<file path="config.mk">
export PLATFORM = sky130hd
export DESIGN_NAME = regfile_write_arbiter
export DESIGN_NICKNAME = d
export VERILOG_FILES = /design/src/rtl/rv32i_pkg.sv /design/src/rtl/rr_arbiter2.sv /design/src/rtl/regfile_write_arbiter.sv
export SDC_FILE = /design/constraint.sdc
export NUM_CORES = 1
export LEC_CHECK = 0
export ABC_AREA = 1
export BUFFER_PORTS_ARGS = -buffer_cell sky130_fd_sc_hd__buf_2
export CAP_MARGIN = 20
export CORE_ASPECT_RATIO = 1.4
export CORE_UTILIZATION = 28
export DETAILED_ROUTE_END_ITERATION = 6
export SLEW_MARGIN = 40
export SYNTH_ARGS = -nofsm -noshare
export SYNTH_HDL_FRONTEND = slang
export SYNTH_SLANG_ARGS = --single-unit
</file>
<file path="constraint.sdc">
create_clock -name clk_i -period 2.3 [get_ports clk_i]
set_input_delay 0.345 -clock clk_i [delete_from_list [all_inputs] [get_ports clk_i]]
set_output_delay 0.345 -clock clk_i [all_outputs]
set_load 0.01 [all_outputs]
</file>
<file path="src/rtl/rv32i_pkg.sv">
// rtl/rv32i_pkg.sv - RV32I-wide constants, types and helpers shared by the core blocks.
package rv32i_pkg;

  localparam int XLEN       = 32;
  localparam int REG_ADDR_W = 5;
  localparam int NUM_REGS   = 1 << REG_ADDR_W;
  localparam int CNT_W      = 16;

  localparam logic [REG_ADDR_W-1:0] REG_ZERO = '0;

  typedef enum logic {
    GRANT_A = 1'b0,
    GRANT_B = 1'b1
  } grant_e;

  function automatic logic [CNT_W-1:0] sat_inc(input logic [CNT_W-1:0] value);
    if (value == {CNT_W{1'b1}}) begin
      return value;
    end
    return value + 1'b1;
  endfunction

endpackage

</file>
<file path="src/rtl/rr_arbiter2.sv">
// rtl/rr_arbiter2.sv - two-input arbiter, round-robin or A-priority, grants combinational from requests.
module rr_arbiter2 #(
  parameter int FIXED_PRIO = 0
) (
  input  logic clk_i,
  input  logic reset_i,
  input  logic req_a_i,
  input  logic req_b_i,
  output logic gnt_a_o,
  output logic gnt_b_o
);
  import rv32i_pkg::*;

  grant_e last_grant_q;
  grant_e last_grant_d;
  logic   gnt_a;
  logic   gnt_b;

  // Grants are gated by reset so nothing is accepted while the block is held in reset.
  always_comb begin
    gnt_a        = 1'b0;
    gnt_b        = 1'b0;
    last_grant_d = last_grant_q;
    if (reset_i) begin
      if (req_a_i && (!req_b_i || (FIXED_PRIO != 0) || (last_grant_q == GRANT_B))) begin
        gnt_a = 1'b1;
      end else if (req_b_i) begin
        gnt_b = 1'b1;
      end
    end
    if (gnt_a) begin
      last_grant_d = GRANT_A;
    end else if (gnt_b) begin
      last_grant_d = GRANT_B;
    end
  end

  always_ff @(posedge clk_i or negedge reset_i) begin
    if (!reset_i) begin
      last_grant_q <= GRANT_B;
    end else begin
      last_grant_q <= last_grant_d;
    end
  end

  assign gnt_a_o = gnt_a;
  assign gnt_b_o = gnt_b;

endmodule

</file>
<file path="src/rtl/regfile_write_arbiter.sv">
// rtl/regfile_write_arbiter.sv - merges ALU and load-unit writebacks onto one register file write port.
module regfile_write_arbiter #(
  parameter int XLEN       = rv32i_pkg::XLEN,
  parameter int FIXED_PRIO = 0
) (
  input  logic                             clk_i,
  input  logic                             reset_i,
  input  logic                             a_valid_i,
  input  logic [rv32i_pkg::REG_ADDR_W-1:0] a_addr_i,
  input  logic [XLEN-1:0]                  a_data_i,
  output logic                             a_ready_o,
  input  logic                             b_valid_i,
  input  logic [rv32i_pkg::REG_ADDR_W-1:0] b_addr_i,
  input  logic [XLEN-1:0]                  b_data_i,
  output logic                             b_ready_o,
  output logic                             we3_o,
  output logic [rv32i_pkg::REG_ADDR_W-1:0] a3_o,
  output logic [XLEN-1:0]                  wd3_o,
  output logic [rv32i_pkg::CNT_W-1:0]      conflict_cnt_o
);
  import rv32i_pkg::*;

  logic                  gnt_a;
  logic                  gnt_b;
  logic [REG_ADDR_W-1:0] sel_addr;
  logic [XLEN-1:0]       sel_data;

  logic                  we3_q,  we3_d;
  logic [REG_ADDR_W-1:0] a3_q,   a3_d;
  logic [XLEN-1:0]       wd3_q,  wd3_d;
  logic [CNT_W-1:0]      cnt_q,  cnt_d;

  rr_arbiter2 #(
    .FIXED_PRIO(FIXED_PRIO)
  ) u_arb (
    .clk_i   (clk_i),
    .reset_i (reset_i),
    .req_a_i (a_valid_i),
    .req_b_i (b_valid_i),
    .gnt_a_o (gnt_a),
    .gnt_b_o (gnt_b)
  );

  always_comb begin
    sel_addr = gnt_b ? b_addr_i : a_addr_i;
    sel_data = gnt_b ? b_data_i : a_data_i;
    we3_d    = 1'b0;
    a3_d     = a3_q;
    wd3_d    = wd3_q;
    cnt_d    = cnt_q;
    // x0 writes are handshaken normally but never reach the register file.
    if ((gnt_a || gnt_b) && (sel_addr != REG_ZERO)) begin
      we3_d = 1'b1;
      a3_d  = sel_addr;
      wd3_d = sel_data;
    end
    if (a_valid_i && b_valid_i) begin
      cnt_d = sat_inc(cnt_q);
    end
  end

  always_ff @(posedge clk_i or negedge reset_i) begin
    if (!reset_i) begin
      we3_q <= 1'b0;
      a3_q  <= '0;
      wd3_q <= '0;
      cnt_q <= '0;
    end else begin
      we3_q <= we3_d;
      a3_q  <= a3_d;
      wd3_q <= wd3_d;
      cnt_q <= cnt_d;
    end
  end

  assign a_ready_o      = gnt_a;
  assign b_ready_o      = gnt_b;
  assign we3_o          = we3_q;
  assign a3_o           = a3_q;
  assign wd3_o          = wd3_q;
  assign conflict_cnt_o = cnt_q;

endmodule
</file>
==> reports/summary.txt, run 1 <==
gr usage total: 0.155
CTS clk-pin slew, worst paths: 70 ps
Multi-input gate area: 0.00141 sq mm
Ant. Diodes: 0
H-tree levels: 2
syn avg cell area: 7.11 sq um
Power Internal: 0.00187 W
IO Count: 134
most used cell, CP: nand2_2
Crit path buffers/inverters: 4
unrepaired setup endpoints after global routing: no
Clock Latency Late Sink: 290 ps
first-pass GRT wire length: 13100 um
Final Cycle Share: 0.933
initial antenna violation count: 1
Slew Limit Fails: 0
Post-route DRC: 0
Cell Rows: 44
CP endpoint kind: output pin
slowest CP cell: dfstp_2
Routed WL: 8550 um
Die Y-Extent: 124 um
Tightest Pin Transition: 712 ps
Pwr Density: 711 mW/mm^2
Max-slew headroom: 0.525
post-route total power: 0.00279 W
area of the core: 0.0103 sq mm
Syn Inst Count: 417
fin nets: 626
Comb pwr share: 0.275
FF/Latch Area: 0.00138 sq mm
WP data arrival: 1800 ps
Critical Path Start: u_arb.last_grant_q$_DFFE_PN1P_
number of routed nets with antenna violations: 0
Crit Path Class: register to output pin
setup tns final: 0 ps
die extent in x: 89.0 um
vias in the first global route: 2755
worst r2r src: u_arb.last_grant_q$_DFFE_PN1P_
mapped cell area: 0.00297 sq mm
Reg power frac: 0.462
Initial Utilization: 0.287
total gr overflow: 0
Static Leak: 2.30 nW
peak supply drop: 0.332 mV
crit path launch type: register
CP max stage delay: 540 ps
Via Count: 3034
register area share after synthesis: 0.465
Final Setup Violations: 0
Clock Skew: 6.67 ps
highest clock rate: 466 MHz
clk buf depth: 2
status: finished, final reports clean
critical path cell sequence: inv_1 > nand2_1 > nand2_2 > nand2_2 > inv_2 > buf_4 > buf_2
commonest non-fill, non-tap cell in the layout: nand2_1
Switching Fraction: 0.332
die area: 0.0110 sq mm
gpl congestion: 0.905
Unique masters post-synth: 23
# port buffers: 133
Sink Count: 55
Num CTS Buffers: 5
most frequent cells in the layout: nand2_1 (219), buf_2 (133), dfrtp_1 (54)
post-place setup slack: 120 ps
total iterations of the first detailed-routing run: 4
DPL Wire Length: 6490 um
Filler cells: 1155
clock tree from TritonCTS: yes
setup slack, reg-to-reg: 280 ps
layout cell share with drive strength beyond 1: 0.288
HP Class: primary input to asynchronous set/reset pin
number of DRC markers in iteration 0: 85
Psw: 0.000927 W
setup slack after layout: 154 ps
largest net degree at the start of global routing: 56
CP Max Fanout: 34
Final Hold Viols: 0
Worst Path Required: 1960 ps
Root Buffer: clkbuf_16
wire per inst: 12.5 um
syn_nets: 496
fin crit period: 2150 ps
clock network power share: 0.263
Top delay family on crit path: flip-flops
Yosys Warn Count: 0
post-synthesis register bit count: 55
Vias per Instance: 4.42
Max Cap Viol: 0
Area growth syn-to-layout: 32.5%
stage by stage:
step / cell area [sq um] / instances / utilization / hold WS, ps
floorplan: 2970 / 417 / - / 49.4
global placement: 3780 / 678 / 0.365 / 449
detailed placement: 3780 / 678 / 0.365 / 454
CTS: 3920 / 686 / 0.379 / 265
global route: 3930 / 686 / 0.380 / 301
finish: 3930 / 686 / 0.380 / 229
cells in the mapped netlist:
cell type	count	area, sq um
nand3_1	43	215
dfstp_2	1	26.3
nand3b_1	3	22.5
dfrtp_1	54	1350
nand2_2	3	18.8
nand4_1	2	12.5
buf_6	4	45.0
ha_1	1	12.5
inv_2	2	7.51
xnor2_1	5	43.8
o21bai_2	2	22.5
clkbuf_1	7	26.3
nor2_1	18	67.6
a21oi_1	1	5.00
nand2_1	219	822
nor3_1	4	20.0
xor2_1	10	87.6
nor4_1	1	6.26
o21ai_1	1	5.00
o21ai_0	5	25.0
buf_1	3	11.3
inv_1	23	86.3
buf_2	5	25.0
power by group through the flow:
stage | sequential (W) | clock, W | combinational (W)
floorplan | 0.00137 | 0 | 0.000337
global placement | 0.00130 | 0 | 0.000764
detailed placement | 0.00131 | 0 | 0.000776
CTS | 0.00129 | 0.000767 | 0.000778
global route | 0.00131 | 0.000800 | 0.000870
finish | 0.00129 | 0.000734 | 0.000768
worst paths after layout:
path / to / depth (start not counted)
worst max register to register: wd3_o[9]$_DFFE_PN0P_ / 11
worst min-delay path: a3_o[2]$_DFFE_PN0P_ / 2
worst min register to register: wd3_o[8]$_DFFE_PN0P_ / 2
worst max-delay path: b_ready_o / 7
min in group clk_i: wd3_o[6]$_DFFE_PN0P_ / 5
max in group asynchronous: wd3_o[8]$_DFFE_PN0P_ / 2
registers in the layout, summed over array words and instances, names as in the netlist:
name                flops
wd3_o                  32
conflict_cnt_o         16
a3_o                    5
u_arb.last_grant_q      1
we3_o                   1
cells by family after synthesis:
group | synth area share
and+or+nand+nor | 0.400
DFF | 0.465
buffers and inverters | 0.0679
xor gates and xnor gates | 0.0443
AOI/OAI and AO/OA | 0.0194
adders and majority gates | 0.00422
cell type report:
| class | instances | share of cell area |
|---|---|---|
| multi-input combinational | 318 | 0.359 |
| sequential | 55 | 0.351 |
| timing repair buffer | 142 | 0.187 |
| tap | 138 | 0.0439 |
| clock buffer | 6 | 0.0328 |
| inverter | 25 | 0.0239 |
| clock inverter | 2 | 0.00318 |
layer usage:
metal / vias up / part of all wire / routed length [um] / track usage
li1: 1540 / - / - / -
met1: 1389 / 0.43 / 3700 / 0.188
met2: 92 / 0.49 / 4190 / 0.270
met3: 11 / 0.063 / 542 / 0.0364
met4: 2 / 0.012 / 102 / 0.0437
met5: - / 0.0012 / 10 / 0
worst register-to-register path, delay by kind of cell (launching register included):
kind	cells	cell delay [ps]
simple gates	10	1340
flops	1	540
buf+inv	1	40
what timing repair did:
item | in CTS | in global routing
setup endpoints to repair | 0 | 35
hold buffers | 0 | 0
setup buffers | 0 | 0
gates resized for setup | 0 | 1
Note: power is estimated with default switching activity, not from simulation.
==> inputs of run 2 (changes only) <==
--- a/config.mk
+++ b/config.mk
@@ -11,6 +11,7 @@
 export CORE_ASPECT_RATIO = 1.4
 export CORE_UTILIZATION = 28
 export DETAILED_ROUTE_END_ITERATION = 6
+export SETUP_SLACK_MARGIN = 0.2
 export SLEW_MARGIN = 40
 export SYNTH_ARGS = -nofsm -noshare
 export SYNTH_HDL_FRONTEND = slang
==> constraint.sdc (replaced) <==
create_clock -name clk_i -period 1.7 [get_ports clk_i]
set_input_delay 0.255 -clock clk_i [delete_from_list [all_inputs] [get_ports clk_i]]
set_output_delay 0.255 -clock clk_i [all_outputs]
set_load 0.01 [all_outputs]
==> reports/summary.txt, run 2 (synthesized netlist as in run 1, its figures left out) <==
CP max stage delay: 540 ps (about the same)
design area: 0.00476 sq mm (+21%)
cts-stage hold buffer count: 0 (unchanged)
post-place setup slack: -67.8 ps (-188 ps)
Final Hold Viols: 0 (unchanged)
Routed WL: 10100 um (+18%)
Inst Count DP: 689 (+1.6%)
Static Leak: 2.65 nW (+15%)
slowest CP cell: dfstp_2
number of DRC markers in iteration 0: 117 (+38%)
Via Count: 3305 (+8.9%)
number of routed nets with antenna violations: 0 (unchanged)
Num CTS Buffers: 5 (unchanged)
Clock Skew: 6.85 ps (+0.179 ps)
vias in the first global route: 3126 (+13%)
setup slack after layout: -37.4 ps (-192 ps)
Area growth syn-to-layout: 60.7%
clock tree from TritonCTS: yes
Sink Count: 55 (unchanged)
CP Max Fanout: 8 (-76%)
Non-Filler Instances: 726 (+5.8%)
Crit Path Class: register to register
Max-slew headroom: 0.519 (-0.00669)
critical path cell sequence: inv_2 > nand2_2 > nand2_4 > buf_6 > nand3b_1 > nand2_4 > nand3_4 > o21bai_4 > buf_6 > buf_16 > nand2_1 > nand2_1
H-tree levels: 2 (unchanged)
Die Y-Extent: 124 um (unchanged)
layout cell share with drive strength beyond 1: 0.448 (+0.160)
HP Class: primary input to asynchronous set/reset pin
wire per inst: 14.0 um (+12%)
Tightest Pin Transition: 722 ps (+10.0 ps)
largest net degree at the start of global routing: 56 (unchanged)
unrepaired setup endpoints after global routing: yes
Cell Rows: 44 (unchanged)
commonest non-fill, non-tap cell in the layout: nand2_1
Top delay family on crit path: simple AND/OR/NAND/NOR gates
Vias per Instance: 4.55 (+2.9%)
fin nets: 665 (+6.2%)
setup slack, reg-to-reg: -40 ps (-320 ps)
clk buf depth: 2 (unchanged)
Pwr Density: 941 mW/mm^2 (+32%)
Post-route DRC: 0 (unchanged)
max reg flops: 32 (unchanged)
total iterations of the first detailed-routing run: 4 (unchanged)
area of the core: 0.0103 sq mm (unchanged)
total gr overflow: 0 (unchanged)
first-pass GRT wire length: 15100 um (+15%)
Root Buffer: clkbuf_16
WP data arrival: 1930 ps (+130 ps)
Final Cycle Share: 1.02
Clock Latency Late Sink: 300 ps (about the same)
Final Setup Violations: 33 (+33)
violated checks: setup timing
Crit path buffers/inverters: 4 (unchanged)
die area: 0.0110 sq mm (unchanged)
die extent in x: 89.0 um (unchanged)
CTS clk-pin slew, worst paths: 70 ps (about the same)
DPL Wire Length: 6470 um (-0.35%)
Initial Utilization: 0.287 (unchanged)
crit path launch type: register
initial antenna violation count: 1 (unchanged)
gr usage total: 0.179 (+0.0250)
most frequent cells in the layout: nand2_1 (184), buf_2 (131), dfrtp_1 (50)
gpl congestion: 0.940 (+3.9%)
Slew Limit Fails: 0 (unchanged)
highest clock rate: 576 MHz
# port buffers: 133 (unchanged)
IO Count: 134 (unchanged)
Max Cap Viol: 0 (unchanged)
Placed Area: 0.00389 sq mm (+2.8%)
peak supply drop: 0.384 mV (+16%)
Worst Path Required: 1890 ps (-70 ps)
status: finished, violations left
fin crit period: 1740 ps
CP endpoint kind: register
## run 2: area by class of cell
type                       instances  area (sq um)
antenna                            1          2.50
fill                            1041          5590
clock buffer                       6           139
clock inverter                     2          35.0
sequential                        55          1380
timing repair buffer             180          1200
inverter                          25          98.8
multi-input combinational        319          1740
tap                              138           173
## run 2: final timing paths
check / from / end / cells after the start
max: u_arb.last_grant_q$_DFFE_PN1P_ / wd3_o[30]$_DFFE_PN0P_ / 12
min: reset_i / a3_o[4]$_DFFE_PN0P_ / 2
max reg2reg: u_arb.last_grant_q$_DFFE_PN1P_ / wd3_o[30]$_DFFE_PN0P_ / 12
min reg2reg: wd3_o[18]$_DFFE_PN0P_ / wd3_o[18]$_DFFE_PN0P_ / 2
max in group asynchronous: reset_i / conflict_cnt_o[7]$_DFFE_PN0P_ / 2
min in group clk_i: b_data_i[5] / wd3_o[5]$_DFFE_PN0P_ / 5
## run 2: per-stage QoR
step                total power, W  utilization  setup TNS, ps  hold WS, ps
floorplan                  0.00231            -              0        -40.6
global placement           0.00283        0.376           -614          451
detailed placement         0.00286        0.376          -1780          454
CTS                        0.00421        0.419              0          184
global route               0.00475        0.460          -4570          224
finish                     0.00449        0.460           -628          147
## run 2: repair_timing
item	4_1_cts	5_1_grt
resized for setup	32	86
pin swaps	6	35
setup endpoints to repair	51	55
buffers inserted	12	10
gates cloned	4	2
## run 2: routing by layer
layer / track usage / wire length [um] / vias to the layer above
met3: 0.0292 / 534 / 24
met5: 0 / 0 / -
met1: 0.221 / 4140 / 1521
li1: - / - / 1624
met4: 0.0813 / 296 / 0
met2: 0.305 / 5160 / 136
## run 2: power by group
group          switching (W)  internal, W
sequential          0.000215      0.00155
combinational       0.000791     0.000721
clock               0.000477     0.000734
total                0.00148      0.00300
==> inputs of run 3 (changes only) <==
--- a/config.mk
+++ b/config.mk
@@ -5,7 +5,6 @@
 export SDC_FILE = /design/constraint.sdc
 export NUM_CORES = 1
 export LEC_CHECK = 0
-export ABC_AREA = 1
 export BUFFER_PORTS_ARGS = -buffer_cell sky130_fd_sc_hd__buf_2
 export CAP_MARGIN = 20
 export CORE_ASPECT_RATIO = 1.4
==> reports/summary.txt, run 3 <==
commonest non-fill, non-tap cell in the layout: buf_2
DPL Wire Length: 5670 um (-12%)
Yosys top cell by area: dfrtp_1
die area: 0.0113 sq mm (+2.7%)
IO Count: 134 (unchanged)
mapped cell area: 0.00305 sq mm (+2.8%)
async set-or-reset flop fraction in the synthesized netlist: 1.00 (unchanged)
Num CTS Buffers: 5 (unchanged)
Routed WL: 7640 um (-25%)
gr usage total: 0.135 (-0.0449)
Max Cap Viol: 0 (unchanged)
vias in the first global route: 2610 (-17%)
largest net degree at the start of global routing: 28 (-50%)
unrepaired setup endpoints after global routing: yes
dominant synthesized flop cell: dfrtp_1
Vias per Instance: 4.62 (+1.4%)
Die Y-Extent: 125 um (+1.4%)
crit path launch type: register
Slew Limit Fails: 0 (unchanged)
CP endpoint kind: register
Root Buffer: clkbuf_16
Clock Latency Late Sink: 290 ps (about the same)
Worst Path Required: 1880 ps (about the same)
Post-route DRC: 0 (unchanged)
Final Setup Violations: 32 (-3.0%)
area of the core: 0.0105 sq mm (+1.1%)
setup slack after layout: -93.4 ps (-56.0 ps)
clock tree from TritonCTS: yes
Cell Rows: 44 (unchanged)
WP data arrival: 1970 ps (+40 ps)
layout cell share with drive strength beyond 1: 0.696 (+0.248)
Post-synth EDFFs: 0 (unchanged)
Pwr Density: 917 mW/mm^2 (-2.5%)
total iterations of the first detailed-routing run: 4 (unchanged)
gpl congestion: 0.801 (-15%)
fin nets: 496 (-25%)
Tightest Pin Transition: 401 ps (-321 ps)
highest clock rate: 558 MHz (-3.1%)
post-place setup slack: -162 ps (-93.9 ps)
Area growth syn-to-layout: 49.1%
Unique masters post-synth: 46 (+100%)
hold_ws: 94.0 ps (-52.8 ps)
CP Max Fanout: 21 (+13)
Sink Count: 55 (unchanged)
number of DRC markers in iteration 0: 46 (-61%)
wire per inst: 13.7 um (-1.6%)
Static Leak: 2.24 nW (-16%)
Max-slew headroom: 0.729 (+0.211)
Post-synth top cells: dfrtp_1 (54), mux2_2 (37), mux2_4 (29)
syn_nets: 314 (-37%)
first-pass GRT wire length: 12400 um (-18%)
number of routed nets with antenna violations: 0 (unchanged)
violated checks: setup timing
Yosys top cell area share: 0.443 (-0.0123)
synth top area cells: dfrtp_1 (44%), mux2_4 (14%), mux2_2 (14%), buf_12 (2.0%), buf_6 (1.8%)
Initial Utilization: 0.291 (+0.00488)
# port buffers: 133 (unchanged)
Non-Filler Instances: 556 (-23%)
most frequent cells in the layout: buf_2 (133), dfrtp_1 (53), buf_4 (43)
HP Class: primary input to asynchronous set/reset pin
post-synthesis register bit count: 55 (unchanged)
Inst Count DP: 530 (-23%)
fin crit period: 1790 ps (+56.0 ps)
status: finished, violations left
initial antenna violation count: 0 (-1)
top-count cell post-synth: dfrtp_1
Ant. Diodes: 0 (-1)
H-tree levels: 2 (unchanged)
Syn Inst Count: 235 (-44%)
Via Count: 2567 (-22%)
Yosys Warn Count: 0 (unchanged)
peak supply drop: 0.538 mV (+40%)
syn avg cell area: 13.0 sq um (+82%)
register area share after synthesis: 0.452 (-0.0126)
Final Hold Viols: 0 (unchanged)
clk buf depth: 2 (unchanged)
Crit Path Class: register to register
max reg flops: 32 (unchanged)
Clock Skew: 5.96 ps (-0.891 ps)
total gr overflow: 0 (unchanged)
Final Cycle Share: 1.05 (+0.0329)
die extent in x: 90.2 um (+1.3%)
CTS clk-pin slew, worst paths: 70 ps (about the same)
==> run 3: area by class of cell <==
cell class	count	area [sq um]
Clock inverter	3	20.0
Inverter	5	18.8
Clock buffer	5	125
Timing Repair Buffer	187	1140
Fill cell	1028	5910
Multi-Input combinational cell	163	1690
Sequential cell	55	1380
Tap cell	138	173
==> run 3: path summary, 6_finish.rpt <==
path	start	endpoint	slack [ps]	depth (start not counted)
max	u_arb.last_grant_q$_DFFE_PN1P_	wd3_o[21]$_DFFE_PN0P_	-90	5
min	reset_i	wd3_o[28]$_DFFE_PN0P_	90	3
max reg2reg	u_arb.last_grant_q$_DFFE_PN1P_	wd3_o[21]$_DFFE_PN0P_	-90	5
min reg2reg	a3_o[2]$_DFFE_PN0P_	a3_o[2]$_DFFE_PN0P_	490	1
max in group asynchronous	reset_i	a3_o[2]$_DFFE_PN0P_	1040	3
min in group clk_i	b_addr_i[1]	a3_o[1]$_DFFE_PN0P_	280	3
==> run 3: through the flow <==
stage / total power (W) / utilization / instance area [sq um] / setup TNS, ps
floorplan: 0.00245 / - / 3110 / -3920
global placement: 0.00296 / 0.394 / 4120 / -3310
detailed placement: 0.00299 / 0.394 / 4120 / -4570
CTS: 0.00412 / 0.416 / 4350 / -1950
global route: 0.00442 / 0.435 / 4550 / -3590
finish: 0.00417 / 0.435 / 4550 / -2320
==> run 3: what timing repair did <==
| item | in CTS | in global routing |
|---|---|---|
| gates resized for setup | 7 | 21 |
| hold endpoints to repair | 4 | 0 |
| hold buffers | 1 | 0 |
| setup endpoints to repair | 47 | 53 |
| setup buffers | 6 | 11 |
| pin swaps | 8 | 16 |
==> run 3: critical path, cell delays in order (launching register included) <==
cell and delay, ps:
dfstp_2 550, nand2_4 60, a211o_1 280, o221a_4 290, buf_12 170, mux2_4 300
==> run 3: kinds of logic (layout without fill, tap and decap cells) <==
family / after synthesis / count (layout) / share of synthesized area
compound gates: 34 / 34 / 0.0817
xor+xnor: 11 / 11 / 0.0316
simple gates: 49 / 49 / 0.0944
flops: 55 / 55 / 0.452
fa+ha+maj: 1 / 1 / 0.00410
mux: 68 / 68 / 0.286
buf+inv: 17 / 200 / 0.0501
==> run 3: layer usage <==
layer,global-route usage,routed length [um],up-vias
met1,0.161,3120,1238
met2,0.238,3990,87
met4,0.0389,105,0
met5,0,0,-
met3,0.0322,421,10
li1,-,-,1232
==> run 3: power by group <==
| group | internal [W] | switching, W | leakage (nW) |
|---|---|---|---|
| registers | 0.00155 | 0.000179 | 0.661 |
| clock network | 0.000544 | 0.000472 | 0.0658 |
| logic | 0.000795 | 0.000629 | 1.51 |
